<file path="src/rtl/dffmem_pkg.sv">
// Shared types, default sizes and the parity helper for the DFF burst memory.
package dffmem_pkg;

    typedef enum logic {
        ST_INIT,
        ST_RUN
    } state_t;

    localparam int DEF_DW    = 16;
    localparam int DEF_DEPTH = 8;

    // Widest word the parity helper accepts; callers zero-extend into it.
    localparam int PAR_MAX_W = 256;

    function automatic logic even_par(input logic [PAR_MAX_W-1:0] v);
        return ^v;
    endfunction

endpackage

</file>
<file path="src/rtl/dffmem_burst_if.sv">
// Command/response bundle between the tile pin wrapper (master) and the memory (slave).
interface dffmem_burst_if
    import dffmem_pkg::*;
#(
    parameter int DW = DEF_DW,
    parameter int AW = $clog2(DEF_DEPTH)
);
    logic          cs;
    logic          addr_ld;
    logic          we;
    logic [AW-1:0] addr;
    logic [DW-1:0] din;
    logic          par_inj;
    logic [DW-1:0] dout;
    logic          dout_valid;
    logic          busy;
    logic          addr_err;
    logic          par_err;

    modport master (
        output cs, addr_ld, we, addr, din, par_inj,
        input  dout, dout_valid, busy, addr_err, par_err
    );

    modport slave (
        input  cs, addr_ld, we, addr, din, par_inj,
        output dout, dout_valid, busy, addr_err, par_err
    );
endinterface

</file>
<file path="src/rtl/dffmem_ptr.sv">
// Wrap-around index counter with load, increment and out-of-range load rejection.
module dffmem_ptr
    import dffmem_pkg::*;
#(
    parameter  int DEPTH = DEF_DEPTH,
    localparam int AW    = $clog2(DEPTH)
) (
    input  logic          clk,
    input  logic          rst,
    input  logic          ld,
    input  logic          inc,
    input  logic [AW-1:0] ld_val,
    output logic [AW-1:0] val,
    output logic          at_last,
    output logic          range_err
);
    localparam logic [AW:0]   DEPTH_W = (AW+1)'(DEPTH);
    localparam logic [AW-1:0] LAST    = AW'(DEPTH - 1);

    assign at_last = (val == LAST);

    always_ff @(posedge clk or posedge rst) begin
        if (rst) begin
            val       <= '0;
            range_err <= 1'b0;
        end else begin
            range_err <= 1'b0;
            if (ld) begin
                // A rejected load leaves the pointer where it was.
                if ({1'b0, ld_val} < DEPTH_W)
                    val <= ld_val;
                else
                    range_err <= 1'b1;
            end else if (inc) begin
                val <= at_last ? '0 : val + 1'b1;
            end
        end
    end
endmodule

</file>
<file path="src/rtl/dffmem_burst.sv">
// DFF single-port memory with auto-increment burst pointer and post-reset clear sweep.
// Define DFFMEM_PARITY_EN to store a per-word parity bit and report par_err on reads.
module dffmem_burst
    import dffmem_pkg::*;
#(
    parameter  int DW    = DEF_DW,
    parameter  int DEPTH = DEF_DEPTH,
    localparam int AW    = $clog2(DEPTH)
) (
    input logic           clk,
    input logic           rst,
    dffmem_burst_if.slave bus
);
`ifdef DFFMEM_PARITY_EN
    localparam int MW = DW + 1;
`else
    localparam int MW = DW;
`endif

    state_t        state;
    logic          busy_q;
    logic [DW-1:0] dout_q;
    logic          valid_q;
    logic          perr_q;

    logic [MW-1:0] mem [DEPTH];

    logic [AW-1:0] ptr;
    logic [AW-1:0] clr;
    logic          clr_last;
    logic          unused_ptr_last;
    logic          unused_clr_err;

    logic          cmd, ld_acc, wr_acc, rd_acc;
    logic          wr_en;
    logic [AW-1:0] wr_idx;
    logic [MW-1:0] wr_word;
    logic [MW-1:0] rd_word;
    logic          rd_perr;

    assign cmd    = (state == ST_RUN) && bus.cs;
    assign ld_acc = cmd && bus.addr_ld;
    assign wr_acc = cmd && !bus.addr_ld && bus.we;
    assign rd_acc = cmd && !bus.addr_ld && !bus.we;

    dffmem_ptr #(.DEPTH(DEPTH)) u_ptr (
        .clk       (clk),
        .rst       (rst),
        .ld        (ld_acc),
        .inc       (wr_acc || rd_acc),
        .ld_val    (bus.addr),
        .val       (ptr),
        .at_last   (unused_ptr_last),
        .range_err (bus.addr_err)
    );

    dffmem_ptr #(.DEPTH(DEPTH)) u_clr (
        .clk       (clk),
        .rst       (rst),
        .ld        (1'b0),
        .inc       (state == ST_INIT),
        .ld_val    ('0),
        .val       (clr),
        .at_last   (clr_last),
        .range_err (unused_clr_err)
    );

    always_comb begin
        wr_en   = (state == ST_INIT) || wr_acc;
        wr_idx  = (state == ST_INIT) ? clr : ptr;
        wr_word = '0;
        if (state == ST_RUN) begin
`ifdef DFFMEM_PARITY_EN
            wr_word = {even_par(PAR_MAX_W'(bus.din)) ^ bus.par_inj, bus.din};
`else
            wr_word = bus.din;
`endif
        end
    end

`ifndef DFFMEM_PARITY_EN
    logic unused_par_inj;
    assign unused_par_inj = bus.par_inj;
`endif

    // Storage is cleared by the INIT sweep rather than by reset.
    always_ff @(posedge clk) begin
        if (wr_en)
            mem[wr_idx] <= wr_word;
    end

    assign rd_word = mem[ptr];

`ifdef DFFMEM_PARITY_EN
    assign rd_perr = rd_word[DW] != even_par(PAR_MAX_W'(rd_word[DW-1:0]));
`else
    assign rd_perr = 1'b0;
`endif

    always_ff @(posedge clk or posedge rst) begin
        if (rst) begin
            state   <= ST_INIT;
            busy_q  <= 1'b1;
            dout_q  <= '0;
            valid_q <= 1'b0;
            perr_q  <= 1'b0;
        end else begin
            valid_q <= 1'b0;
            case (state)
                ST_INIT: begin
                    if (clr_last) begin
                        state  <= ST_RUN;
                        busy_q <= 1'b0;
                    end
                end
                ST_RUN: begin
                    if (rd_acc) begin
                        dout_q  <= rd_word[DW-1:0];
                        valid_q <= 1'b1;
                        perr_q  <= rd_perr;
                    end
                end
                default: state <= ST_RUN;
            endcase
        end
    end

    assign bus.dout       = dout_q;
    assign bus.dout_valid = valid_q;
    assign bus.busy       = busy_q;
    assign bus.par_err    = perr_q;
endmodule

</file>
<file path="src/flat_wrapper.sv">
// flat-port wrapper written by rule: the top's interface ports become plain ports
module dffmem_burst_flat import dffmem_pkg::*;
#(
    parameter  int DW    = DEF_DW,
    parameter  int DEPTH = DEF_DEPTH,
    localparam int AW    = $clog2(DEPTH)
)
  (clk, rst, bus_cs, bus_addr_ld, bus_we, bus_addr, bus_din, bus_par_inj, bus_dout, bus_dout_valid, bus_busy, bus_addr_err, bus_par_err);
  dffmem_burst_if #(.DW(DW), .AW(3)) bus_i ();
  input logic clk;
  input logic rst;
  input wire logic [$bits(bus_i.cs)-1:0] bus_cs;
  input wire logic [$bits(bus_i.addr_ld)-1:0] bus_addr_ld;
  input wire logic [$bits(bus_i.we)-1:0] bus_we;
  input wire logic [$bits(bus_i.addr)-1:0] bus_addr;
  input wire logic [$bits(bus_i.din)-1:0] bus_din;
  input wire logic [$bits(bus_i.par_inj)-1:0] bus_par_inj;
  output wire logic [$bits(bus_i.dout)-1:0] bus_dout;
  output wire logic [$bits(bus_i.dout_valid)-1:0] bus_dout_valid;
  output wire logic [$bits(bus_i.busy)-1:0] bus_busy;
  output wire logic [$bits(bus_i.addr_err)-1:0] bus_addr_err;
  output wire logic [$bits(bus_i.par_err)-1:0] bus_par_err;
  assign bus_i.cs = bus_cs;
  assign bus_i.addr_ld = bus_addr_ld;
  assign bus_i.we = bus_we;
  assign bus_i.addr = bus_addr;
  assign bus_i.din = bus_din;
  assign bus_i.par_inj = bus_par_inj;
  assign bus_dout = bus_i.dout;
  assign bus_dout_valid = bus_i.dout_valid;
  assign bus_busy = bus_i.busy;
  assign bus_addr_err = bus_i.addr_err;
  assign bus_par_err = bus_i.par_err;
  dffmem_burst #(.DW(DW), .DEPTH(DEPTH)) u_core (.clk(clk), .rst(rst), .bus(bus_i));
endmodule
</file>
<file path="config.mk">
export PLATFORM = sky130hd
export DESIGN_NAME = dffmem_burst_flat
export DESIGN_NICKNAME = d
export VERILOG_FILES = /design/src/rtl/dffmem_pkg.sv /design/src/rtl/dffmem_burst_if.sv /design/src/rtl/dffmem_ptr.sv /design/src/rtl/dffmem_burst.sv /design/src/flat_wrapper.sv
export SDC_FILE = /design/constraint.sdc
export NUM_CORES = 1
export LEC_CHECK = 0
export ABC_AREA = 1
export BUFFER_PORTS_ARGS = -buffer_cell sky130_fd_sc_hd__buf_2
export CORE_UTILIZATION = 30
export CTS_BUF_LIST = sky130_fd_sc_hd__clkbuf_4
export DETAILED_ROUTE_END_ITERATION = 10
export PLACE_DENSITY_LB_ADDON = 0.12
export SKIP_LAST_GASP = 1
export SLEW_MARGIN = 30
export SYNTH_ARGS = -nofsm -noshare
export SYNTH_HDL_FRONTEND = slang
export SYNTH_HIERARCHICAL = 1
export SYNTH_SLANG_ARGS = --single-unit
</file>
<file path="constraint.sdc">
create_clock -name clk -period 3.78 [get_ports clk]
set_input_delay 0.378 -clock clk [delete_from_list [all_inputs] [get_ports clk]]
set_output_delay 0.378 -clock clk [all_outputs]
set_load 0.1 [all_outputs]
</file>
# Word level (Yosys, flattened, before mapping)
# Memory sizes are Yosys's and may differ from the RTL's. A register that Yosys moved wholly into a read port is not among the register bits.
# Index checks and enable logic that the tools add are counted.
dict set report word_totals {
  mem_count 1
  output_inout_bits 20
  mem_bits_rw 128
  word_cells 35
  reg_bits 9
}
# memory depth width read_ports rd_ports_with_merged_regs write_ports line
set memory_table {}
lappend memory_table {u_core.mem 8 16 1 1 1 dffmem_burst.sv:26} ;# logic [MW-1:0] mem [DEPTH];
dict set report classes {
  eq_ne 2
  mux 12
  bitwise 1
  n_reduce_logical 12
  n_addsub 2
}
# cell count
set ops {}
lappend ops {{16-bit 2-to-1 mux} 1}
lappend ops {{3-bit 2-to-1 mux} 5}
lappend ops {{3-bit by 1-bit adder with 3-bit output (second input constant)} 2}
lappend ops {{3-bit equality test (second input constant)} 2}
lappend ops {{1-bit 2-to-1 mux} 6}
lappend ops {{1-bit logical AND} 5}
lappend ops {{2-bit AND reduction} 2}
lappend ops {{1-bit logical NOT} 2}
lappend ops {{1-bit logical OR} 2}
lappend ops {{2-bit nonzero test} 1}
lappend ops {{1-bit NOT} 1}

# Depth between registers and ports, before layout
# Gate-level depths: netlist (run 1).
dict set report depth {
  ltp_word 6
  ltp_mapped 9
}

# Cells and area by module
# Netlist (run 1), hierarchy kept.
# module seq_area_each_um2 n_inst area_each_um2 cells_per_inst
set by_module_without_submodules {}
lappend by_module_without_submodules {dffmem_burst 4320.4 1 6338.6 630}
lappend by_module_without_submodules {dffmem_ptr 75.1 2 187.7 25}

# Worst setup path after synthesis (run 1)
# No wires, ideal clock.
dict set report synth_path {
  path_kind {register -> register}
  startpoint {reg u_core.state}
  endpoint {mem u_core/mem[0][0] (netlist name) (enable)}
  arrival_time_ns 1.720
  path_stages_with_launch 5
  period_less_slack_ns 2.109
  required_ns 3.392
  setup_time_ns 0.388
  slack_ns 1.671
  cell_sequence {dfrtp_1 -> buf_4 -> o21ai_0 -> inv_1 -> nor2_1}
}
dict set report synth_via {
  elab_chain_cells 6
}
# item line
set synth_lines {}
lappend synth_lines {{start: declaration} dffmem_burst.sv:20} ;# state_t state;
lappend synth_lines {{start signal: assignment} dffmem_burst.sv:102} ;# state <= ST_INIT;
lappend synth_lines {{start signal: assignment} dffmem_burst.sv:112} ;# state <= ST_RUN;
lappend synth_lines {{start signal: assignment} dffmem_burst.sv:123} ;# default: state <= ST_RUN;
lappend synth_lines {{1-bit logical AND} dffmem_burst.sv:41} ;# assign cmd = (state == ST_RUN) && bus.cs;
lappend synth_lines {{1-bit logical AND (2 in a row)} dffmem_burst.sv:43} ;# assign wr_acc = cmd && !bus.addr_ld && bus.we;
lappend synth_lines {{1-bit logical OR} dffmem_burst.sv:69} ;# wr_en = (state == ST_INIT) || wr_acc;
lappend synth_lines {{1-bit 2-to-1 mux} dffmem_burst.sv:88} ;# if (wr_en)
lappend synth_lines {{1-bit 2-to-1 mux (implied by the code)} dffmem_burst.sv:89} ;# mem[wr_idx] <= wr_word;
lappend synth_lines {{end: declaration} dffmem_burst.sv:26}
# Parallel ways exist; a longest one is shown, timed or not.

# Worst setup path in the final report (run 1)
dict set report layout_path {
  startpoint {reg u_core.u_ptr.val[2]}
  endpoint {mem u_core/mem[2][7] (netlist name) (enable)}
}
dict set report layout_via {
  elab_chain_cells 1
}
# item line
set layout_lines {}
lappend layout_lines {{start: declaration} dffmem_ptr.sv:13} ;# output logic [AW-1:0] val,
lappend layout_lines {{start signal: assignment} dffmem_ptr.sv:31} ;# val <= ld_val;
lappend layout_lines {{start signal: assignment} dffmem_ptr.sv:35} ;# val <= at_last ? '0 : val + 1'b1;
lappend layout_lines {{3-bit 2-to-1 mux} dffmem_burst.sv:70} ;# wr_idx = (state == ST_INIT) ? clr : ptr;
# No other way between the ends.

==> flow_metrics.tcl, run 1 <==
set metrics [dict create \
    status "finished, final reports clean" \
    cts_setup_buffers 0 \
    cp.arrival_ns 2.81 \
    syn_area_per_cell_sq_um 9.89 \
    period_minus_slack_ns 2.57 \
    cts-root-buf "clkbuf_4" \
    die_w_um 151 \
    crit_cells 7 \
    power_frac_comb_pct 40.0 \
    cts_buffers 17 \
    clkLatencyLatePin_ns 0.55 \
    worstMarginPinSlew_ns 0.788 \
    worstPathMaxFanout 19 \
    antenna_found_initial 1 \
    slew_viol_final 0 \
    report.final.setup_viol 0 \
    p_total_uw 5540 \
    ys_warn_count 6 \
    port_buffers 41 \
    ctsHoldBuffers 2 \
    switching_share_pct 43.3 \
    io_pins 45 \
    start_util_pct 30.6 \
    path_class "reg2reg" \
    multi_input_area_sq_um 1620 \
    p_leak_uw 0.00352 \
    syn_area_sq_um 6700 \
    max-clock-path-buffers 2 \
    p_int_uw 3140 \
    fmax_mhz 389 \
    crit_slowest_cell "nor2_1" \
    cts_resized 0 \
    cp-end-kind "register" \
    fin_skew_ns 0.0171 \
    slowest_delay_ns 0.53 \
    cp_cell_sequence "buf_4 -> inv_2 -> nand2_1 -> o21ai_1 -> nand3_1 -> nor2_1 -> buf_4" \
    p_clk_share_pct 20.1 \
    area_growth_pct 14.1 \
    drt_iter0_markers 178 \
    ir_drop_mv 0.407 \
    post-route-period-util_pct 68.0 \
    crit_family "buffers and inverters" \
    whs_ns 0.0629 \
    cp_data_required_time_ns 4.02 \
    seqPwrFrac_pct 39.9 \
    power_density_nw_per_um2 724 \
    drtPass1Iterations 4 \
    vias_per_cell 4.34 \
    nFillCells 2230 \
    routed_wl_mm 16.1 \
    die_area_sq_um 22900 \
    reg2reg_depth 7 \
    worstHoldPathType "in2reg" \
    clk_pin_slew_ns 0.13 \
    drive_gt1_share_pct 13.4 \
    rsz0062_at_grt "false" \
    row_count 54 \
    p_sw_uw 2400 \
    tns_ns 0 \
    finalHoldViolCount 0 \
    via_count 4490 \
    grt_start_max_net_pins 68 \
    dp_hpwl_mm 9.45 \
    path_common_cell "buf_4" \
    register_area_sq_um 4470 \
    cts_max_level 4 \
    cts_sinks 153 \
    die_h_um 151 \
    wl_per_cell_um 15.5 \
    grt_overflow 0 \
    drc 0 \
    core_area_sq_um 21900 \
    whs_path_depth 3 \
    drt.antenna.violating_nets 0 \
    finalWeightedCongestion 0.725 \
    grt_pass1_wl_mm 24.6 \
    placedCellCount 997 \
    grt_pass1_vias 4274 \
    fin_cells 1035 \
    nets 770 \
    cts_tree "done" \
    relSlewSlack_pct 47.5 \
    drv_cap 0 \
    cp_num_buf_inv 3 \
    postSynthCellCount 678 \
    grt_usage_pct 15.1 \
    startpoint_type "register" \
]
through the flow:
step                      util [%]  cell area (sq um)  setup slack [ns]
after CTS                     34.8               7620              1.19
after global placement        33.2               7260              1.26
after detailed placement      33.3               7280              1.24
after global routing          35.0               7650              1.02
after floorplan                  -               6740              1.67
final                         35.0               7650              1.21
layout make-up:
type / instances / share of cell area (%)
antenna: 1 / 0.0327
clock buffer: 18 / 1.77
clock inverter: 14 / 2.35
inverter: 128 / 6.31
multi-input combinational: 375 / 21.1
sequential: 153 / 58.4
tap: 280 / 4.58
timing repair buffer: 66 / 5.40
power groups by stage:
| stage | logic [uW] | clock network [uW] | registers (uW) |
|---|---|---|---|
| floorplan | 1120 | 0 | 2830 |
| global placement | 2220 | 0 | 2250 |
| detailed placement | 2250 | 0 | 2250 |
| CTS | 2260 | 1150 | 2220 |
| global route | 2440 | 1220 | 2240 |
| finish | 2220 | 1110 | 2210 |
worst paths after layout:
check / start / to / slack [ns]
hold reg to reg: u_core/bus.dout[8]$_DFFE_PP0P_ / u_core/bus.dout[8]$_DFFE_PP0P_ / 0.49
setup reg to reg: u_core/u_ptr/val[2]$_DFFE_PP0P_ / u_core/mem[2][7]$_DFFE_PP_ / 1.21
setup / recovery: u_core/u_ptr/val[2]$_DFFE_PP0P_ / u_core/mem[2][7]$_DFFE_PP_ / 1.21
max in group asynchronous: rst / u_core/bus.dout[0]$_DFFE_PP0P_ / 2.97
min in group asynchronous: rst / u_core/u_ptr/val[0]$_DFFE_PP0P_ / 0.27
hold / removal: bus_addr[1] / u_core/u_ptr/val[1]$_DFFE_PP0P_ / 0.06
registers in the layout (all words and copies together), names as in the netlist:
signal / count
u_core/state: 1
u_core/u_clr/val: 3
u_core/u_ptr/val: 3
u_core/bus.dout: 16
u_core/bus.dout_valid: 1
u_core/bus.busy: 1
u_core/mem: 128
worst min-delay path, cell delays in order:
cell     delay (ns)
buf_2          0.08
nand2_1        0.05
nand3_1        0.08
layout by cell type (no fill, tap or decap), types with 3 or more instances in the layout:
master         instances
clkinv_2               4
dfrtp_1               23
edfxtp_1             128
nor2_1                14
ha_1                   4
nand3_1              110
dlygate4sd3_1          5
buf_2                 41
clkinv_1               3
bufinv_16              4
buf_4                 18
nand2_1              227
inv_1                124
clkbuf_4              18
conb_1                11
per-layer routing:
layer | share of wire [%] | wire length [um] | global-route usage [%]
met1 | 47 | 7620 | 19.8
met2 | 49 | 7880 | 25.0
met3 | 2.8 | 458 | 3.59
met4 | 0.75 | 120 | 3.85
met5 | 0 | 0 | 0
Power figures use the tool's default switching activity.
==> run 2, diff against run 1 <==
Clock period 3.78 ns to 2.1 ns, I/O delays scaled along.
==> run 2 against run 1 <==
  * Hold slack gained 0.0064 ns
  * Power grew 76%
  * Via count shrank 0.51%
  * Flip-flop and latch count is the same
  * Clock power grew 43%
  * Final cell count grew 0.48%
  * Critical path type unchanged
  * Combinational power grew 89%
  * Clock skew is essentially flat
  * Clock-buffer cell count shrank 1
  * First-iteration DRC count grew 22%
  * Non-clock buffer count grew 5
==> flow_metrics.tcl, run 2 (synthesis results as in run 1) <==
set metrics [dict create \
    status "finished, final reports clean" \
    tns_ns 0 \
    crit_slowest_cell "dfrtp_2" \
    fmax_mhz 534 \
    report.final.setup_viol 0 \
    placedCellCount 1003 \
    antenna_found_initial 1 \
    path_class "reg2reg" \
    cts_tree "done" \
    finalHoldViolCount 0 \
    row_count 54 \
    mostFrequentLayoutCells "nand2_1 (227), edfxtp_1 (128), inv_1 (125), nand3_1 (110), buf_2 (41)" \
    io_pins 45 \
    drt.antenna.violating_nets 0 \
    drive_gt1_share_pct 13.8 \
    grt_start_max_net_pins 68 \
    cp_cell_sequence "nand2_4 -> nor2_1 -> nand2_1 -> nand2_1 -> nand3_1 -> nor2_1 -> buf_4" \
    cts_buffers 17 \
    cp_data_required_time_ns 2.34 \
    post-route-period-util_pct 89.2 \
    die_h_um 151 \
    worstHoldPathType "in2reg" \
    cts_sinks 153 \
    max-clock-path-buffers 2 \
    placed_area_sq_um 7380 \
    startpoint_type "register" \
    vias_per_cell 4.30 \
    ir_drop_mv 0.535 \
    dp_hpwl_mm 10.3 \
    start_util_pct 30.6 \
    slew_viol_final 0 \
    period_minus_slack_ns 1.87 \
    routed_wl_mm 16.2 \
    cts_max_level 4 \
    die_w_um 151 \
    wl_per_cell_um 15.6 \
    via_count 4467 \
    nets 775 \
    grt_usage_pct 15.4 \
    worstPathMaxFanout 13 \
    fin_cells 1040 \
    finalWeightedCongestion 0.729 \
    drt_iter0_markers 217 \
    grt_pass1_wl_mm 25.2 \
    fin_skew_ns 0.0167 \
    final_common_cell "nand2_1" \
    grt_busiest_layer "met2" \
    met1_usage_pct 18.8 \
    design_area_sq_um 7670 \
    die_area_sq_um 22900 \
    clk_pin_slew_ns 0.13 \
    drv_cap 0 \
    cts_setup_buffers 0 \
    whs_ns 0.0693 \
    nFillCells 2291 \
    grt_pass1_vias 4503 \
    clkLatencyLatePin_ns 0.53 \
    slowest_delay_ns 0.54 \
    cp.arrival_ns 2.11 \
    largest_reg_flops 128 \
    power_density_nw_per_um2 1270 \
    drtPass1Iterations 4 \
    port_buffers 41 \
    area_growth_pct 14.4 \
    grt_overflow 0 \
    cp-end-kind "register" \
    grt_use_met3_pct 3.35 \
    largest_register "u_core/mem" \
    core_area_sq_um 21900 \
    p_leak_uw 0.00351 \
    drc 0 \
    cts-root-buf "clkbuf_4" \
    met2_usage_pct 26.6 \
    rsz0062_at_grt "false" \
]
-- run 2: cell types whose count changed in the layout (fill, tap and decap cells not counted) --
cell	delta
buf_12	+5
inv_2	-1
clkinv_4	-1
buf_6	-2
dfrtp_2	+1
dlygate4sd3_1	-1
clkbuf_4	-1
buf_4	+3
dfrtp_1	-1
bufinv_16	-3
clkinvlp_4	+3
inv_1	+1
clkinv_1	+2
-- run 2: worst paths after layout --
check | end | cells past startpoint | from | slack [ns]
setup / recovery | u_core/mem[2][14]$_DFFE_PP_ | 7 | u_core/state$_DFF_PP0_ | 0.23
hold / removal | u_core/bus.dout_valid$_DFF_PP0_ | 3 | bus_we | 0.07
setup reg to reg | u_core/mem[2][14]$_DFFE_PP_ | 7 | u_core/state$_DFF_PP0_ | 0.23
hold reg to reg | u_core/bus.dout[12]$_DFFE_PP0P_ | 2 | u_core/bus.dout[12]$_DFFE_PP0P_ | 0.49
max in group asynchronous | u_core/bus.dout[13]$_DFFE_PP0P_ | 4 | rst | 1.26
min in group asynchronous | u_core/u_ptr/val[0]$_DFFE_PP0P_ | 3 | rst | 0.12
-- run 2: cell type report --
cell class,count,area [sq um],area share [%]
flip-flops and latches,153,4470,58.3
multi-input cells,375,1620,21.1
repair buffers,71,503,6.56
inverters,128,483,6.30
well taps,280,350,4.57
clock buffers,17,128,1.66
clock inverters,15,111,1.45
diodes,1,2.50,0.0326
-- run 2: power by group --
part | internal (uW) | leakage [uW] | switching (uW)
Combinational | 986 | 0.00194 | 3200
Sequential | 3830 | 0.00146 | 169
Clock | 561 | 0.000119 | 1020
Total | 5370 | 0.00351 | 4390
-- run 2: critical path, delay by kind of cell, from the launching register on --
| family | cells | cell delay [ns] |
|---|---|---|
| buf+inv | 1 | 0.23 |
| flops | 1 | 0.54 |
| simple gates | 6 | 0.80 |
-- run 2: per-stage QoR --
step	total power [uW]	setup slack [ns]	utilization, %
2_1_floorplan	7090	-0.00882	-
3_3_place_gp	8280	0.130	33.7
3_5_place_dp	8310	0.0855	33.7
4_1_cts	9940	0.0586	35.0
5_1_grt	10400	0.0844	35.0
6_report	9770	0.227	35.0
-- run 2: repair_timing --
action	4_1_cts	5_1_grt
endpoints found under the hold margin	16	0
gates resized for setup	0	1
setup endpoints to repair	0	112
hold buffers	4	0
-- run 2: per-layer routing --
metal  routed length (um)  up-vias
li1                     -     2268
met1                 7300     2106
met2                 8120       77
met3                  508       16
met4                  293        0
met5                    0        -
==> run 3, diff against run 2 <==
--- a/config.mk
+++ b/config.mk
@@ -9,4 +9,5 @@
 export BUFFER_PORTS_ARGS = -buffer_cell sky130_fd_sc_hd__buf_2
-export CORE_UTILIZATION = 30
+export CORE_UTILIZATION = 56
 export CTS_BUF_LIST = sky130_fd_sc_hd__clkbuf_4
+export CTS_CLUSTER_DIAMETER = 50
 export DETAILED_ROUTE_END_ITERATION = 10
--- a/constraint.sdc
+++ b/constraint.sdc
@@ -3,2 +3,2 @@
 set_output_delay 0.21 -clock clk [all_outputs]
-set_load 0.1 [all_outputs]
+set_load 0.01 [all_outputs]
==> run 3 against run 2 <==
  * The flow now finishes with violations (DRC)
  * Critical path type unchanged
  * Sequential power is essentially flat
  * Final cell count shrank 13%
  * Clock power grew 8%
  * Highest routed layer unchanged
  * Routed wire length shrank 14%
  * Global-route usage grew 9.1 points
  * Register-to-register slack is essentially flat
  * Power shrank 10%
==> flow_metrics.tcl, run 3 (synthesis results as in run 1) <==
set metrics [dict create \
    status "complete, but fails checks" \
    failed_checks "DRC" \
    diodes 0 \
    die_area_sq_um 12400 \
    report.final.setup_viol 0 \
    endpoint "u_core/mem[1][6]$_DFFE_PP_" \
    vias_per_cell 5.13 \
    row_count 39 \
    antenna_found_initial 0 \
    largest_register "u_core/mem" \
    area_growth_pct 11.8 \
    finalWeightedCongestion 0.812 \
    cp-end-kind "register" \
    relSlewSlack_pct 51.5 \
    grt_overflow 0 \
    r2r_end "u_core/mem[1][6]$_DFFE_PP_" \
    worstHoldPathType "in2reg" \
    grt_pass1_wl_mm 22.4 \
    cp.arrival_ns 2.12 \
    worstReg2RegStart "u_core/state$_DFF_PP0_" \
    dp_hpwl_mm 8.85 \
    startpoint_type "register" \
    rrSetupSlack_ns 0.23 \
    drtPass1Iterations 8 \
    cts_tree "done" \
    drv_cap 0 \
    port_buffers 41 \
    fin_skew_ns 0.0172 \
    drc 10 \
    p_clk_share_pct 19.5 \
    whs_ns 0.0572 \
    routed_wl_mm 13.9 \
    ir_drop_mv 0.742 \
    timing.final.ws_setup_ns 0.230 \
    nFillCells 945 \
    via_count 4641 \
    rsz0062_at_grt "false" \
    io_pins 45 \
    power_density_nw_per_um2 1170 \
    cp_data_required_time_ns 2.35 \
    clkLatencyLatePin_ns 0.55 \
    nets 778 \
    p_int_uw 5300 \
    p_sw_uw 3450 \
    cts_buffers 17 \
    dp_slack_ns 0.268 \
    reg2reg_depth 4 \
    cts_sinks 153 \
    power_frac_comb_pct 34.8 \
    drt.antenna.violating_nets 0 \
    p_leak_uw 0.00355 \
    fmax_mhz 535 \
    path_class "reg2reg" \
    switching_share_pct 39.5 \
    grt_pass1_vias 4447 \
    finalHoldViolCount 0 \
    clk_pin_slew_ns 0.15 \
    max-clock-path-buffers 2 \
    cts_max_level 4 \
    final_common_cell "nand2_1" \
    wl_per_cell_um 15.4 \
    design_area_sq_um 7490 \
    placed_area_sq_um 7160 \
    seqPwrFrac_pct 45.7 \
    drt_iter0_markers 397 \
    start_util_pct 58.0 \
    largest_reg_flops 128 \
    die_h_um 111 \
    period_minus_slack_ns 1.87 \
    worstPathMaxFanout 16 \
    core_area_sq_um 11600 \
    grt_usage_pct 24.6 \
    final_util_pct 64.8 \
    mostFrequentLayoutCells "nand2_1 (227), edfxtp_1 (128), inv_1 (126), nand3_1 (110), buf_2 (41)" \
    grt_start_max_net_pins 68 \
    slew_viol_final 0 \
    post-route-period-util_pct 89.0 \
    cts-root-buf "clkbuf_4" \
    worstMarginPinSlew_ns 0.727 \
    die_w_um 111 \
    drive_gt1_share_pct 14.4 \
    cp-startpoint "u_core/state$_DFF_PP0_" \
]
-- run 3: cell count changes in the layout (fill, tap and decap cells not counted), moves of 2 or more --
cell	previous run	this run
inv_6	0	9
clkinv_8	0	2
inv_8	0	2
clkinv_2	4	0
clkinvlp_4	5	0
clkinv_1	5	0
buf_4	21	28
buf_12	5	0
-- run 3: per-stage QoR --
| stage | TNS [ns] | std cells | power (uW) |
|---|---|---|---|
| 2_1_floorplan | -0.564 | 687 | 6090 |
| 3_3_place_gp | 0 | 868 | 7000 |
| 3_5_place_dp | 0 | 868 | 7090 |
| 4_1_cts | 0 | 905 | 8810 |
| 5_1_grt | 0 | 905 | 9350 |
| 6_report | 0 | 905 | 8750 |
-- run 3: area by class of cell --
class / instances / area [sq um] / area share (%)
flip-flops and latches: 153 / 4470 / 59.7
multi-input cells: 375 / 1620 / 21.6
inverters: 128 / 483 / 6.45
repair buffers: 74 / 465 / 6.21
well taps: 143 / 179 / 2.39
clock inverters: 15 / 151 / 2.02
clock buffers: 17 / 128 / 1.70
-- run 3: power by group through the flow --
stage | Clock, uW | Combinational (uW) | Sequential [uW]
after floorplan | 0 | 1990 | 4100
after global placement | 0 | 2950 | 4050
after detailed placement | 0 | 3030 | 4060
after CTS | 1760 | 3050 | 4000
after global routing | 1890 | 3420 | 4040
final | 1710 | 3050 | 4000
-- run 3: how the worst min path moves through the flow --
stage | start | endpoint | cells after the start
final | bus_addr_ld | u_core/bus.dout_valid$_DFF_PP0_ | 3
after global routing | bus_addr_ld | u_core/bus.dout_valid$_DFF_PP0_ | 3
after CTS | bus_addr_ld | u_core/bus.dout_valid$_DFF_PP0_ | 3
after detailed placement | rst | u_core/u_ptr/val[1]$_DFFE_PP0P_ | 2
after global placement | rst | u_core/u_clr/val[0]$_DFFE_PP0P_ | 2
after floorplan | rst | u_core/u_clr/val[0]$_DFFE_PP0P_ | 1
-- run 3: timing repair --
item,4_1_cts,5_1_grt
buffers inserted,0,0
hold buffers,5,0
gates resized for setup,0,0
endpoints found under the hold margin,18,0
-- run 3: critical path, stage by stage (launching register included) --
cell,delay [ns]
dfrtp_1,0.50
o21ai_0,0.46
nand3_1,0.21
nor2_1,0.13
buf_4,0.27
-- run 3: metal layers --
layer  track usage (%)  wire length, um
met1              34.5             6320
met2              37.0             6360
met3              5.39             1040
met4              11.4              228
met5                 0                0
